## config.mk

```make
export PLATFORM = sky130hd
export DESIGN_NAME = ultrasonic_echo_emulator
export DESIGN_NICKNAME = d
export VERILOG_FILES = /design/src/rtl/ultrasonic_pkg.sv /design/src/rtl/bit_sync.sv /design/src/rtl/ultrasonic_echo_emulator.sv
export SDC_FILE = /design/constraint.sdc
export NUM_CORES = 1
export LEC_CHECK = 0
export CAP_MARGIN = 40
export CORE_ASPECT_RATIO = 0.9
export CORE_MARGIN = 2
export CORE_UTILIZATION = 35
export DETAILED_ROUTE_END_ITERATION = 12
export SLEW_MARGIN = 20
export SYNTH_ARGS = -nofsm -noshare
export SYNTH_HDL_FRONTEND = slang
export SYNTH_SLANG_ARGS = --single-unit
export TNS_END_PERCENT = 50
```

## constraint.sdc

```tcl
create_clock -name clk -period 11 [get_ports clk]
set_clock_uncertainty 0.05 [all_clocks]
set_input_delay 1.1 -clock clk [delete_from_list [all_inputs] [get_ports clk]]
set_output_delay 1.1 -clock clk [all_outputs]
set_load 0.1 [all_outputs]
```

## src/rtl/ultrasonic_pkg.sv

```systemverilog
// Shared types, default timings and the echo-width rule for the ultrasonic echo emulator.
package ultrasonic_pkg;

  localparam int unsigned CYC_PER_CM_DEF   = 5831;
  localparam int unsigned TRIG_MIN_CYC_DEF = 1000;
  localparam int unsigned BURST_CYC_DEF    = 20000;
  localparam int unsigned MAX_CM_DEF       = 400;
  localparam int unsigned MAX_ECHO_CYC_DEF = 3800000;
  localparam int unsigned HOLDOFF_CYC_DEF  = 6000000;

  localparam int CNT_W  = 23;
  localparam int HI_W   = 16;
  localparam int DIST_W = 9;

  typedef enum logic [2:0] {
    ST_IDLE    = 3'd0,
    ST_TRIG_HI = 3'd1,
    ST_BURST   = 3'd2,
    ST_ECHO    = 3'd3,
    ST_HOLDOFF = 3'd4
  } state_e;

  // Zero or beyond-range distances report the sensor's "no target" pulse width.
  function automatic logic [CNT_W-1:0] echo_width(input logic [DIST_W-1:0] d,
                                                  input int unsigned cpc,
                                                  input int unsigned max_cm,
                                                  input int unsigned max_echo);
    if (d != '0 && 32'(d) <= max_cm) return CNT_W'(32'(d) * cpc);
    return CNT_W'(max_echo);
  endfunction

endpackage

```

## src/rtl/bit_sync.sv

```systemverilog
// Two-flop synchroniser for a single asynchronous level (trigger input, echo capture).
module bit_sync (
  input  logic clk,
  input  logic rst_n,
  input  logic d_i,
  output logic q_o
);

  logic [1:0] ff_q;

  always_ff @(posedge clk or negedge rst_n) begin
    if (!rst_n) ff_q <= '0;
    else        ff_q <= {ff_q[0], d_i};
  end

  assign q_o = ff_q[1];

endmodule

```

## src/rtl/ultrasonic_echo_emulator.sv

```systemverilog
// HC-SR04 style target emulator: validates the trigger pulse, waits out the burst,
// then returns an echo whose width encodes the latched distance.
module ultrasonic_echo_emulator
  import ultrasonic_pkg::*;
#(
  parameter int unsigned CYC_PER_CM   = CYC_PER_CM_DEF,
  parameter int unsigned TRIG_MIN_CYC = TRIG_MIN_CYC_DEF,
  parameter int unsigned BURST_CYC    = BURST_CYC_DEF,
  parameter int unsigned MAX_CM       = MAX_CM_DEF,
  parameter int unsigned MAX_ECHO_CYC = MAX_ECHO_CYC_DEF,
  parameter int unsigned HOLDOFF_CYC  = HOLDOFF_CYC_DEF
) (
  input  logic              clk,
  input  logic              rst_n,
  input  logic              trig,
  input  logic [DIST_W-1:0] dist_cm,
  output logic              echo,
  output logic              busy,
  output logic              short_trig,
  output logic              meas_done
);

  // BURST is entered one clock after the fall is seen, so it lasts BURST_CYC-1 clocks.
  localparam logic [CNT_W-1:0] BURST_LOAD = CNT_W'(BURST_CYC - 2);
  localparam logic [CNT_W-1:0] HOLD_LOAD  = CNT_W'(HOLDOFF_CYC - 1);

  logic              trig_s;
  logic              trig_prev_q;
  state_e            state_q, state_d;
  logic [HI_W-1:0]   hi_cnt_q, hi_cnt_d;
  logic [CNT_W-1:0]  cnt_q, cnt_d;
  logic [DIST_W-1:0] dist_q, dist_d;
  logic              echo_q, echo_d;
  logic              short_q, short_d;
  logic              done_q, done_d;

  bit_sync u_trig_sync (
    .clk   (clk),
    .rst_n (rst_n),
    .d_i   (trig),
    .q_o   (trig_s)
  );

  always_comb begin
    state_d  = state_q;
    hi_cnt_d = hi_cnt_q;
    cnt_d    = cnt_q;
    dist_d   = dist_q;
    echo_d   = echo_q;
    short_d  = 1'b0;
    done_d   = 1'b0;
    case (state_q)
      ST_IDLE: begin
        // Edge, not level: a trigger still high from an earlier pulse is ignored.
        if (trig_s && !trig_prev_q) begin
          state_d  = ST_TRIG_HI;
          hi_cnt_d = HI_W'(1);
        end
      end
      ST_TRIG_HI: begin
        if (trig_s) begin
          if (hi_cnt_q != '1) hi_cnt_d = hi_cnt_q + HI_W'(1);
        end else if (32'(hi_cnt_q) >= TRIG_MIN_CYC) begin
          state_d = ST_BURST;
          dist_d  = dist_cm;
          cnt_d   = BURST_LOAD;
        end else begin
          state_d = ST_IDLE;
          short_d = 1'b1;
        end
      end
      ST_BURST: begin
        if (cnt_q == '0) begin
          state_d = ST_ECHO;
          echo_d  = 1'b1;
          cnt_d   = echo_width(dist_q, CYC_PER_CM, MAX_CM, MAX_ECHO_CYC) - CNT_W'(1);
        end else begin
          cnt_d = cnt_q - CNT_W'(1);
        end
      end
      ST_ECHO: begin
        if (cnt_q == '0) begin
          state_d = ST_HOLDOFF;
          echo_d  = 1'b0;
          done_d  = 1'b1;
          cnt_d   = HOLD_LOAD;
        end else begin
          cnt_d = cnt_q - CNT_W'(1);
        end
      end
      ST_HOLDOFF: begin
        if (cnt_q == '0) state_d = ST_IDLE;
        else             cnt_d   = cnt_q - CNT_W'(1);
      end
      default: state_d = ST_IDLE;
    endcase
  end

  always_ff @(posedge clk or negedge rst_n) begin
    if (!rst_n) begin
      state_q     <= ST_IDLE;
      trig_prev_q <= 1'b0;
      hi_cnt_q    <= '0;
      cnt_q       <= '0;
      dist_q      <= '0;
      echo_q      <= 1'b0;
      short_q     <= 1'b0;
      done_q      <= 1'b0;
    end else begin
      state_q     <= state_d;
      trig_prev_q <= trig_s;
      hi_cnt_q    <= hi_cnt_d;
      cnt_q       <= cnt_d;
      dist_q      <= dist_d;
      echo_q      <= echo_d;
      short_q     <= short_d;
      done_q      <= done_d;
    end
  end

  assign echo       = echo_q;
  assign short_trig = short_q;
  assign meas_done  = done_q;
  assign busy       = (state_q != ST_IDLE) && (state_q != ST_TRIG_HI);

endmodule

```

==> results of run 1 <==
==> per-stage QoR <==
stage	total power, mW	cells	worst slack, ns	cell area, sq um	util [%]
final	1.20	995	5.18	6910	39.6
after floorplan	0.772	739	5.70	6160	-
after detailed placement	0.919	978	5.19	6580	37.8
after global placement	0.918	974	5.37	6520	37.4
after global routing	1.32	995	4.64	6910	39.6
after CTS	1.21	994	5.18	6880	39.5
==> worst max-delay path, stage by stage (launching register included) <==
cell	delay, ns
dfrtp_1	0.56
inv_1	0.12
ha_1	0.29
inv_1	0.08
fa_1	0.50
inv_1	0.05
fa_1	0.46
fa_1	0.55
inv_1	0.04
ha_1	0.41
a21o_1	0.23
a21oi_1	0.19
o21ai_0	0.17
o41ai_1	0.64
mux2i_1	0.23
or3_1	0.38
or4_1	0.51
a21oi_1	0.16
o31ai_1	0.08
==> flip-flops by register name, indices dropped and copies added (netlist names) <==
| signal | count |
|---|---|
| cnt_q | 23 |
| hi_cnt_q | 16 |
| dist_q | 9 |
| state_q | 3 |
| u_trig_sync.ff_q | 2 |
| echo | 1 |
| meas_done | 1 |
| short_trig | 1 |
| trig_prev_q | 1 |
==> worst min path at each step <==
stage / endpoint / slack, ns / cells past startpoint
after floorplan: u_trig_sync.ff_q[1] / 0.28 / 0
after global placement: u_trig_sync.ff_q[1] / 0.28 / 0
after detailed placement: u_trig_sync.ff_q[1] / 0.29 / 0
after CTS: u_trig_sync.ff_q[1] / 0.30 / 0
after global routing: u_trig_sync.ff_q[1] / 0.30 / 0
final: u_trig_sync.ff_q[1] / 0.30 / 0
==> cell type report <==
cell class,count,area share (%)
Inverter,89,4.84
Clock buffer,9,3.26
Timing Repair Buffer,23,3.69
Tap cell,240,4.35
Multi-Input combinational cell,570,62.2
Sequential cell,57,20.6
Clock inverter,7,1.03
==> routing by layer <==
layer	up-vias	part of all wire, %	track usage (%)	wire (um)
li1	2620	-	-	-
met1	2536	51	26.1	7810
met2	100	43	27.2	6610
met3	16	4.2	3.27	639
met4	0	1.5	4.09	235
met5	-	0	0	0
==> synthesized netlist by cell type (4+ instances only) <==
cell	instances
nor2b_1	4
or3_1	8
o31ai_1	7
nor3b_1	4
nand2b_1	9
nand2_1	65
xor2_1	8
a21oi_1	47
xnor2_1	23
clkbuf_1	18
nor2_1	69
and2_1	5
a31oi_1	6
or4_1	6
o31a_1	6
mux2_2	9
nand4_1	7
ha_1	66
nor4_1	14
nand3_1	20
and3_1	6
o211ai_1	4
nor3_1	18
dfrtp_1	57
fa_1	33
inv_1	89
o21ai_0	44
a21o_1	9
a211oi_1	8
nand3b_1	4
==> kinds of logic (layout without fill, tap and decap cells) <==
logic type      after synthesis  in the layout
mux                          12             12
fa+ha+maj                    99             99
xor+xnor                     31             31
buf+inv                     112            128
simple gates                260            260
compound gates              168            168
flops                        57             57
==> power breakdown <==
group	internal, mW	switching, mW	leakage, nW
logic	0.283	0.413	2.31
registers	0.215	0.0114	0.763
clock network	0.175	0.107	0.137
total	0.673	0.531	3.21
==> impl_metrics.csv, run 1 <==
group,metric,value,unit
placement,gp_congestion,0.832,
timing,grt_setup_unrepaired,"no",
final_layout,syn_to_final_growth,12.1,%
synth,ys_seq_area_share,23.2,%
global_routing,grt_pass1_vias,5097,
final_layout,final_common_cell,"inv_1",
synth,synth_compound_area_share,17.6,%
worst_setup_path,r2r_start,"dist_q[1]",
timing,hold_viol_final,0,
cts,cts_tree,"done",
worst_setup_path,worstSetupStartpoint,"dist_q[1]",
timing,worst_pin_slew,0.801,ns
synth,synth_simple_gate_area_share,21.5,%
synth,synth_nets,850,
timing,fin_tns_setup,0,ns
synth,synthesis.area,6160,sq um
worst_setup_path,crit_type,"reg2reg",
route,drt-total-wl,15300,um
cts,cts.path.max_buffers,2,
route,route.detailed.drc,0,
final_layout,multi_input_area,4300,sq um
final_layout,nets,861,
worst_setup_path,worstSetupStartpointType,"flop",
synth,synth_fa_ha_area_share,24.1,%
floorplanning,die_height,130,um
synth,ys_ff_latch,57,
worst_setup_path,end_kind,"flop",
worst_setup_path,endpoint,"cnt_q[20]",
global_routing,grt_max_degree,58,
worst_setup_path,worst_r2r_path_depth,18,
synth,async_reset_ff_share,100,%
floorplanning,core_area,17400,sq um
timing,fin_crit,5.82,ns
synth,netlist.area_leader.share,23.2,%
synth,postSynthCellCount,739,
cts,clock-sinks,57,
power,leakagePower,3.21,nW
route,wire_per_inst,15.4,um
route,vias,5272,
cts,clk_latency,0.34,ns
synth,synth_top_family_by_area,"adder cells",
final_layout,drive_above_1_share,6.09,%
run,max-cap-violations,0,
final_layout,layout_common_cells,"89 x inv_1, 69 x nor2_1, 66 x ha_1",
synth,postSynthAreaPerCell,8.34,sq um
global_routing,antenna_found_initial,0,
route,drtPass1Iterations,5,
worst_hold_path,hold_class,"reg2reg",
placement,port_buffers,15,
timing,setup_viol,0,
cts,cts.clk_slew.worst_paths,0.06,ns
global_routing,grt_pass1_wl,26300,um
run_status,status,"finished clean",
worst_setup_path,r2r_setup_slack,5.18,ns
cts,h-tree-depth,3,
final_layout,fillers,1778,
route,final_antenna_net_count,0,
floorplanning,die_w,144,um
cts,ctsHoldBuffers,0,
route,drt-initial-drc-count,349,
timing,fmax,0.172,GHz
power,peakVddDrop,0.0000754,V
synth,synthMuxAreaShare,2.13,%
timing,fin_crit_sh,52.9,%
synth,synth.area.top_cells,"dfrtp_1 23%, ha_1 13%, fa_1 11%",
global_routing,grt_overflow_total,0,
cts,postCtsResizedCells,0,
synth,yosys_warnings,0,
synth,yosys.area.top_type,"dfrtp_1",
worst_setup_path,r2r-end,"cnt_q[20]",
synth,synth_flop_cell,"dfrtp_1",
worst_setup_path,crit_arrival,5.97,ns
timing,timing.hold.ws,0.296,ns
worst_setup_path,cp_max_fo,11,
floorplanning,row_count,46,
timing,final_max_slew_viol_count,0,
placement,dpl.hpwl,11800,um
power,power_density,174,nW/um^2
cts,root_buffer,"clkbuf_16",
final_layout,diodes,0,
floorplanning,io_pins,16,
worst_hold_path,worstHoldStart,"u_trig_sync.ff_q[0]",
synth,synth_xor_area_share,4.41,%
floorplanning,initial_core_util,35.3,%
synth,yosysUniqueCellTypes,72,
worst_setup_path,required,11.16,ns
cts,cts_buffers,9,
global_routing,grtUsageTotal,17.7,%
timing,slew_headroom,46.1,%
synth,synth-edff-count,0,
cts,cts_setup_buffers,0,
route,viasPerCell,5.30,
floorplanning,dieArea,18700,sq um
final_layout,seqCellArea,1430,sq um
No activity file was read; power rests on OpenSTA's default activity.
==> inputs of run 2 (changes only) <==
clock period = 4.78 ns   (was 11 ns; I/O delays follow)
==> run 2 against run 1 <==
- the run now ends with setup timing left
- setup slack worse by 5.4 ns
- final cell count is 12% higher
- sequential share of layout area is 3.4 points lower
- combinational power grew to 4.0 times the previous value
- sequential power is 130% higher
- register-to-register slack worse by 5.4 ns
- count of clock-buffer cells in the layout is 1 higher
- critical path depth is 2 lower
- power grew to 3.3 times the previous value
- worst hold slack worse by 0.23 ns
- via count is 9.0% higher
- global-route usage is 1.9 points higher
- critical endpoint unchanged
- highest routed layer unchanged
==> impl_metrics.csv, run 2 (synthesis gave the netlist of run 1 again) <==
group,metric,value,unit
run_status,status,"finished, violations left",
run_status,violations,"setup timing",
cts,clock-sinks,57,
placement,post-place-ws,-0.383,ns
route,route.detailed.drc,0,
timing,slew_headroom,48.3,%
global_routing,grtUsageTotal,19.6,%
final_layout,diodes,0,
worst_setup_path,crit_type,"reg2reg",
route,wl_met2,7670,um
power,power_density,476,nW/um^2
floorplanning,row_count,46,
route,drt-met1-wl,8460,um
timing,worst_pin_slew,0.776,ns
global_routing,grt_pass1_vias,5665,
timing,grt_setup_unrepaired,"yes",
route,drt-total-wl,17200,um
power,p_total,3.97,mW
power,clkPwrFrac,16.5,%
route,drt-initial-drc-count,350,
worst_setup_path,worstSetupStartpointType,"flop",
final_layout,layout_common_cells,"114 x buf_4, 73 x inv_1, 65 x nor2_1",
worst_setup_path,r2r_setup_slack,-0.23,ns
floorplanning,initial_core_util,35.3,%
timing,hold_viol_final,0,
floorplanning,io_pins,16,
cts,root_buffer,"clkbuf_16",
final_layout,reg_top3,"cnt_q x23, hi_cnt_q x16, dist_q x9",
cts,cts.clk_slew.worst_paths,0.06,ns
timing,worst_slack,-0.232,ns
final_layout,final_common_cell,"buf_4",
placement,port_buffers,15,
power,combPwrFrac,70.5,%
power,p_int,2.33,mW
worst_setup_path,endpoint,"cnt_q[20]",
floorplanning,die_w,144,um
global_routing,grt_max_degree,37,
final_layout,syn_to_final_growth,35.6,%
global_routing,antenna_found_initial,0,
timing,timing.hold.ws,0.0688,ns
timing,fin_crit_sh,105,%
power,switchingPower,1.64,mW
worst_setup_path,r2r_start,"dist_q[8]",
timing,setup_viol,5,
route,wl_met3,726,um
cts,clk_latency,0.35,ns
worst_hold_path,hold_class,"in2async",
final_layout,drive_above_1_share,29.2,%
cts,h-tree-depth,3,
worst_setup_path,worstSetupStartpoint,"dist_q[8]",
timing,fmax,0.200,GHz
final_layout,nets,977,
worst_setup_path,crit_arrival,5.18,ns
route,drtPass1Iterations,5,
power,power_frac_seq,13.1,%
floorplanning,die_height,130,um
floorplanning,core_area,17400,sq um
worst_setup_path,cp_max_fo,5,
power,peakVddDrop,0.000335,V
final_layout,layout.cells.non_filler,1111,
route,final_antenna_net_count,0,
placement,gp_congestion,0.854,
global_routing,grt_pass1_wl,28500,um
placement,dpl.hpwl,13300,um
worst_setup_path,r2r-end,"cnt_q[20]",
final_layout,largest_register_ffs,23,
cts,cts_buffers,9,
timing,final_max_slew_viol_count,0,
timing,fin_crit,5.01,ns
global_routing,grt_overflow_total,0,
run,max-cap-violations,0,
worst_setup_path,end_kind,"flop",
worst_setup_path,worst_r2r_path_depth,16,
worst_setup_path,required,4.94,ns
route,viasPerCell,5.17,
final_layout,finish.utilization,47.9,%
final_layout,top_register,"cnt_q",
power,sw_frac_of_total,41.3,%
route,wire_per_inst,15.5,um
placement,place_inst,1080,
route,top_layer_used,"met4",
power,leakagePower,3.81,nW
cts,cts.path.max_buffers,2,
route,vias,5749,
cts,cts_tree,"done",
floorplanning,dieArea,18700,sq um
==> run 2: changes by cell type in the layout (fill, tap and decap cells not counted), sizes merged <==
| cell | previous run | this run |
|---|---|---|
| buf | 9 | 125 |
| clkbuf | 9 | 10 |
| inv | 89 | 90 |
| clkinvlp | 3 | 2 |
| clkinv | 3 | 2 |
==> run 2: what timing repair did <==
| item | in CTS | in global routing |
|---|---|---|
| resized for setup | 50 | 32 |
| pin swaps | 18 | 17 |
| hold buffers | 0 | 0 |
| endpoints found under the setup margin | 9 | 13 |
| buffers inserted | 7 | 8 |
| gates cloned | 0 | 0 |
| endpoints found under the hold margin | 0 | 0 |
==> run 2: cell type report <==
| type | count | area [sq um] |
|---|---|---|
| clock buffers | 10 | 229 |
| well taps | 240 | 300 |
| flip-flops and latches | 57 | 1440 |
| repair buffers | 139 | 1130 |
| clock inverters | 6 | 67.6 |
| fillers | 1655 | 9090 |
| multi-input cells | 570 | 4850 |
| inverters | 89 | 339 |
==> run 2: metrics by stage <==
stage	setup TNS, ns	instance area, sq um
after detailed placement	-1.39	7580
after CTS	-0.261	8140
after global routing	-1.80	8350
final	-0.413	8350
after floorplan	-0.0833	6410
after global placement	-1.06	7520
==> run 2: how the worst min path moves through the flow <==
| stage | to | slack (ns) | depth (start not counted) |
|---|---|---|---|
| 5_1_grt | cnt_q[7] | 0.10 | 1 |
| 4_1_cts | cnt_q[3] | 0.08 | 1 |
| 3_3_place_gp | u_trig_sync.ff_q[1] | 0.28 | 0 |
| 6_report | cnt_q[3] | 0.07 | 1 |
| 2_1_floorplan | cnt_q[0] | 0.13 | 0 |
| 3_5_place_dp | u_trig_sync.ff_q[1] | 0.28 | 0 |
==> run 2: per-layer routing <==
layer | track usage [%] | vias to the layer above
met2 | 30.1 | 143
met1 | 28.1 | 2727
met3 | 3.05 | 23
li1 | - | 2856
met4 | 7.09 | 0
met5 | 0 | -
==> run 2: worst max-delay path, cell delays in order, from the launching register on <==
cell	delay (ns)
dfrtp_2	0.47
fa_2	0.57
ha_4	0.20
inv_4	0.06
fa_1	0.42
fa_1	0.50
inv_2	0.04
ha_4	0.29
o21a_4	0.14
o31ai_4	0.09
a2111oi_4	0.45
o211a_1	0.27
nor2_2	0.05
or4b_4	0.53
or4_4	0.52
a21oi_2	0.13
o31ai_1	0.08
==> run 2: power by group through the flow <==
stage               clock [mW]  sequential, mW  combinational (mW)
detailed placement           0           0.527                2.32
finish                   0.654           0.519                2.80
floorplan                    0           0.525                1.46
global route             0.689           0.523                3.08
global placement             0           0.527                2.30
CTS                      0.667           0.519                2.58
==> inputs of run 3 (changes only) <==
CELL_PAD_IN_SITES_DETAIL_PLACEMENT = 1   (was default)
CELL_PAD_IN_SITES_GLOBAL_PLACEMENT = 2   (was default)
PLACE_DENSITY_LB_ADDON = 0.1   (was default)
==> run 3 against run 2 <==
- first-iteration DRC count decreased by 38%
- the run still ends with setup timing left
- power is 3.7% higher
- sequential power hardly changed
- combinational power about the same
- critical path depth is the same
- design area rose by 1.5%
- register-to-register slack worse by 0.05 ns
- count of clock-buffer cells in the layout is the same
- worst hold slack got worse by 0.044 ns
- setup slack got worse by 0.048 ns
- wire length increased by 18%
- via count up 3.1%
==> impl_metrics.csv, run 3 (synthesis gave the netlist of run 1 again) <==
group,metric,value,unit
run_status,status,"finished, violations left",
run_status,violations,"setup timing",
timing,fin_tns_setup,-0.549,ns
power,switchingPower,1.69,mW
timing,fmax,0.198,GHz
cts,root_buffer,"clkbuf_16",
cts,cts_buffers,9,
timing,grt_setup_unrepaired,"yes",
final_layout,diodes,0,
route,drt-initial-drc-count,218,
final_layout,syn_to_final_growth,37.6,%
placement,place_inst,1082,
timing,fin_crit,5.06,ns
route,vias,5929,
power,combPwrFrac,68.6,%
floorplanning,row_count,46,
final_layout,largest_register_ffs,23,
worst_setup_path,crit_arrival,5.22,ns
cts,cts.path.max_buffers,2,
power,clkPwrFrac,18.8,%
cts,ctsHoldBuffers,0,
placement,gp_congestion,0.844,
final_layout,nets,983,
final_layout,reg_top3,"cnt_q x23, hi_cnt_q x16, dist_q x9",
timing,worst_slack,-0.280,ns
final_layout,final_common_cell,"buf_4",
floorplanning,dieArea,18700,sq um
power,power_frac_seq,12.6,%
route,viasPerCell,5.31,
cts,clock-sinks,57,
timing,final_max_slew_viol_count,0,
route,drt-total-wl,20300,um
floorplanning,core_area,17400,sq um
placement,dpl.hpwl,15900,um
cts,h-tree-depth,3,
worst_setup_path,crit_slowest_cell,"or4b_4",
power,leakagePower,3.89,nW
timing,fin_crit_sh,106,%
worst_setup_path,max_stage_delay,0.55,ns
worst_setup_path,crit_family,"adder cells",
cts,cts_tree,"done",
global_routing,grt_max_degree,58,
floorplanning,die_height,130,um
worst_setup_path,cp_max_fo,5,
cts,clk_latency,0.34,ns
timing,setup_viol,6,
worst_setup_path,critical_path.cell_chain,"fa_2 -> fa_1 -> inv_1 -> fa_2 -> fa_1 -> inv_1 -> ha_4 -> a21o_1 -> a31oi_4 -> o221ai_4 -> a21oi_2 -> xnor2_2 -> or4b_4 -> or4_4 -> a21oi_2 -> o31ai_1",
placement,post-place-ws,-0.383,ns
final_layout,top_register,"cnt_q",
floorplanning,die_w,144,um
power,peakVddDrop,0.000245,V
worst_setup_path,worstSetupStartpointType,"flop",
placement,port_buffers,15,
final_layout,drive_above_1_share,29.3,%
timing,hold_viol_final,0,
global_routing,grt_overflow_total,0,
power,sw_frac_of_total,40.9,%
worst_hold_path,hold_class,"in2async",
power,power_density,486,nW/um^2
timing,worst_pin_slew,0.768,ns
worst_setup_path,end_kind,"flop",
floorplanning,io_pins,16,
run,max-cap-violations,0,
worst_setup_path,crit_type,"reg2reg",
worst_setup_path,cp_num_buf_inv,2,
final_layout,layout_common_cells,"120 x buf_4, 77 x inv_1, 64 x nand2_1, 64 x nor2_1, 48 x dfrtp_1",
timing,timing.hold.ws,0.0248,ns
global_routing,antenna_found_initial,0,
global_routing,grt_pass1_wl,33300,um
worst_setup_path,required,4.94,ns
global_routing,grt_pass1_vias,6273,
timing,slew_headroom,48.7,%
cts,cts.clk_slew.worst_paths,0.06,ns
route,drtPass1Iterations,4,
route,final_antenna_net_count,0,
final_layout,layout.cells.non_filler,1116,
global_routing,grtUsageTotal,23.0,%
power,p_int,2.43,mW
floorplanning,initial_core_util,35.3,%
route,route.detailed.drc,0,
route,wire_per_inst,18.2,um
-- run 3: final timing paths --
kind / start / end / slack, ns / depth (start not counted)
max: dist_q[6] / cnt_q[20] / -0.28 / 16
min: rst_n / dist_q[3] / 0.02 / 2
max reg2reg: dist_q[6] / cnt_q[20] / -0.28 / 16
min reg2reg: u_trig_sync.ff_q[0] / u_trig_sync.ff_q[1] / 0.31 / 0
max in group asynchronous: rst_n / hi_cnt_q[7] / 4.13 / 3
min in group clk: u_trig_sync.ff_q[0] / u_trig_sync.ff_q[1] / 0.31 / 0
-- run 3: worst register-to-register path, delay by kind of cell, from the launching register on --
family	cells	cell delay, ns
AOI/OAI and AO/OA	6	1.04
xor gates and xnor gates	1	0.10
adders and majority gates	5	2.04
buffers and inverters	2	0.13
DFF	1	0.47
and+or+nand+nor	2	1.10
-- run 3: repair_timing --
action / 4_1_cts / 5_1_grt
endpoints found under the setup margin: 11 / 12
gates cloned: 0 / 0
setup buffers: 4 / 13
resized for setup: 35 / 45
pin swaps: 11 / 35
hold endpoints to repair: 0 / 0
-- run 3: layout make-up --
class                           count  area, sq um
Multi-Input combinational cell    570         4870
Clock inverter                      5          104
Timing Repair Buffer              145         1180
Sequential cell                    57         1440
Clock buffer                       10          239
Inverter                           89          339
Fill cell                        2053         8960
Tap cell                          240          300
-- run 3: per-stage QoR --
| stage | area, sq um | utilization, % | power [mW] |
|---|---|---|---|
| floorplan | 6410 | - | 1.99 |
| global placement | 7530 | 43.2 | 2.85 |
| detailed placement | 7590 | 43.5 | 2.91 |
| CTS | 8130 | 46.6 | 3.90 |
| global route | 8480 | 48.6 | 4.45 |
| finish | 8480 | 48.6 | 4.12 |
-- run 3: routing by layer --
metal,track usage (%),part of all wire [%],vias to the layer above
met5,0,0,-
met1,31.9,48,2987
met4,4.73,1.1,0
met2,38.7,48,66
li1,-,-,2859
met3,2.90,2.9,17
-- run 3: power groups by stage --
| stage | logic (mW) | registers [mW] | clock network [mW] |
|---|---|---|---|
| 6_report | 2.82 | 0.517 | 0.776 |
| 5_1_grt | 3.12 | 0.520 | 0.811 |
| 4_1_cts | 2.59 | 0.517 | 0.790 |
| 3_5_place_dp | 2.38 | 0.527 | 0 |
| 3_3_place_gp | 2.32 | 0.525 | 0 |
| 2_1_floorplan | 1.46 | 0.525 | 0 |
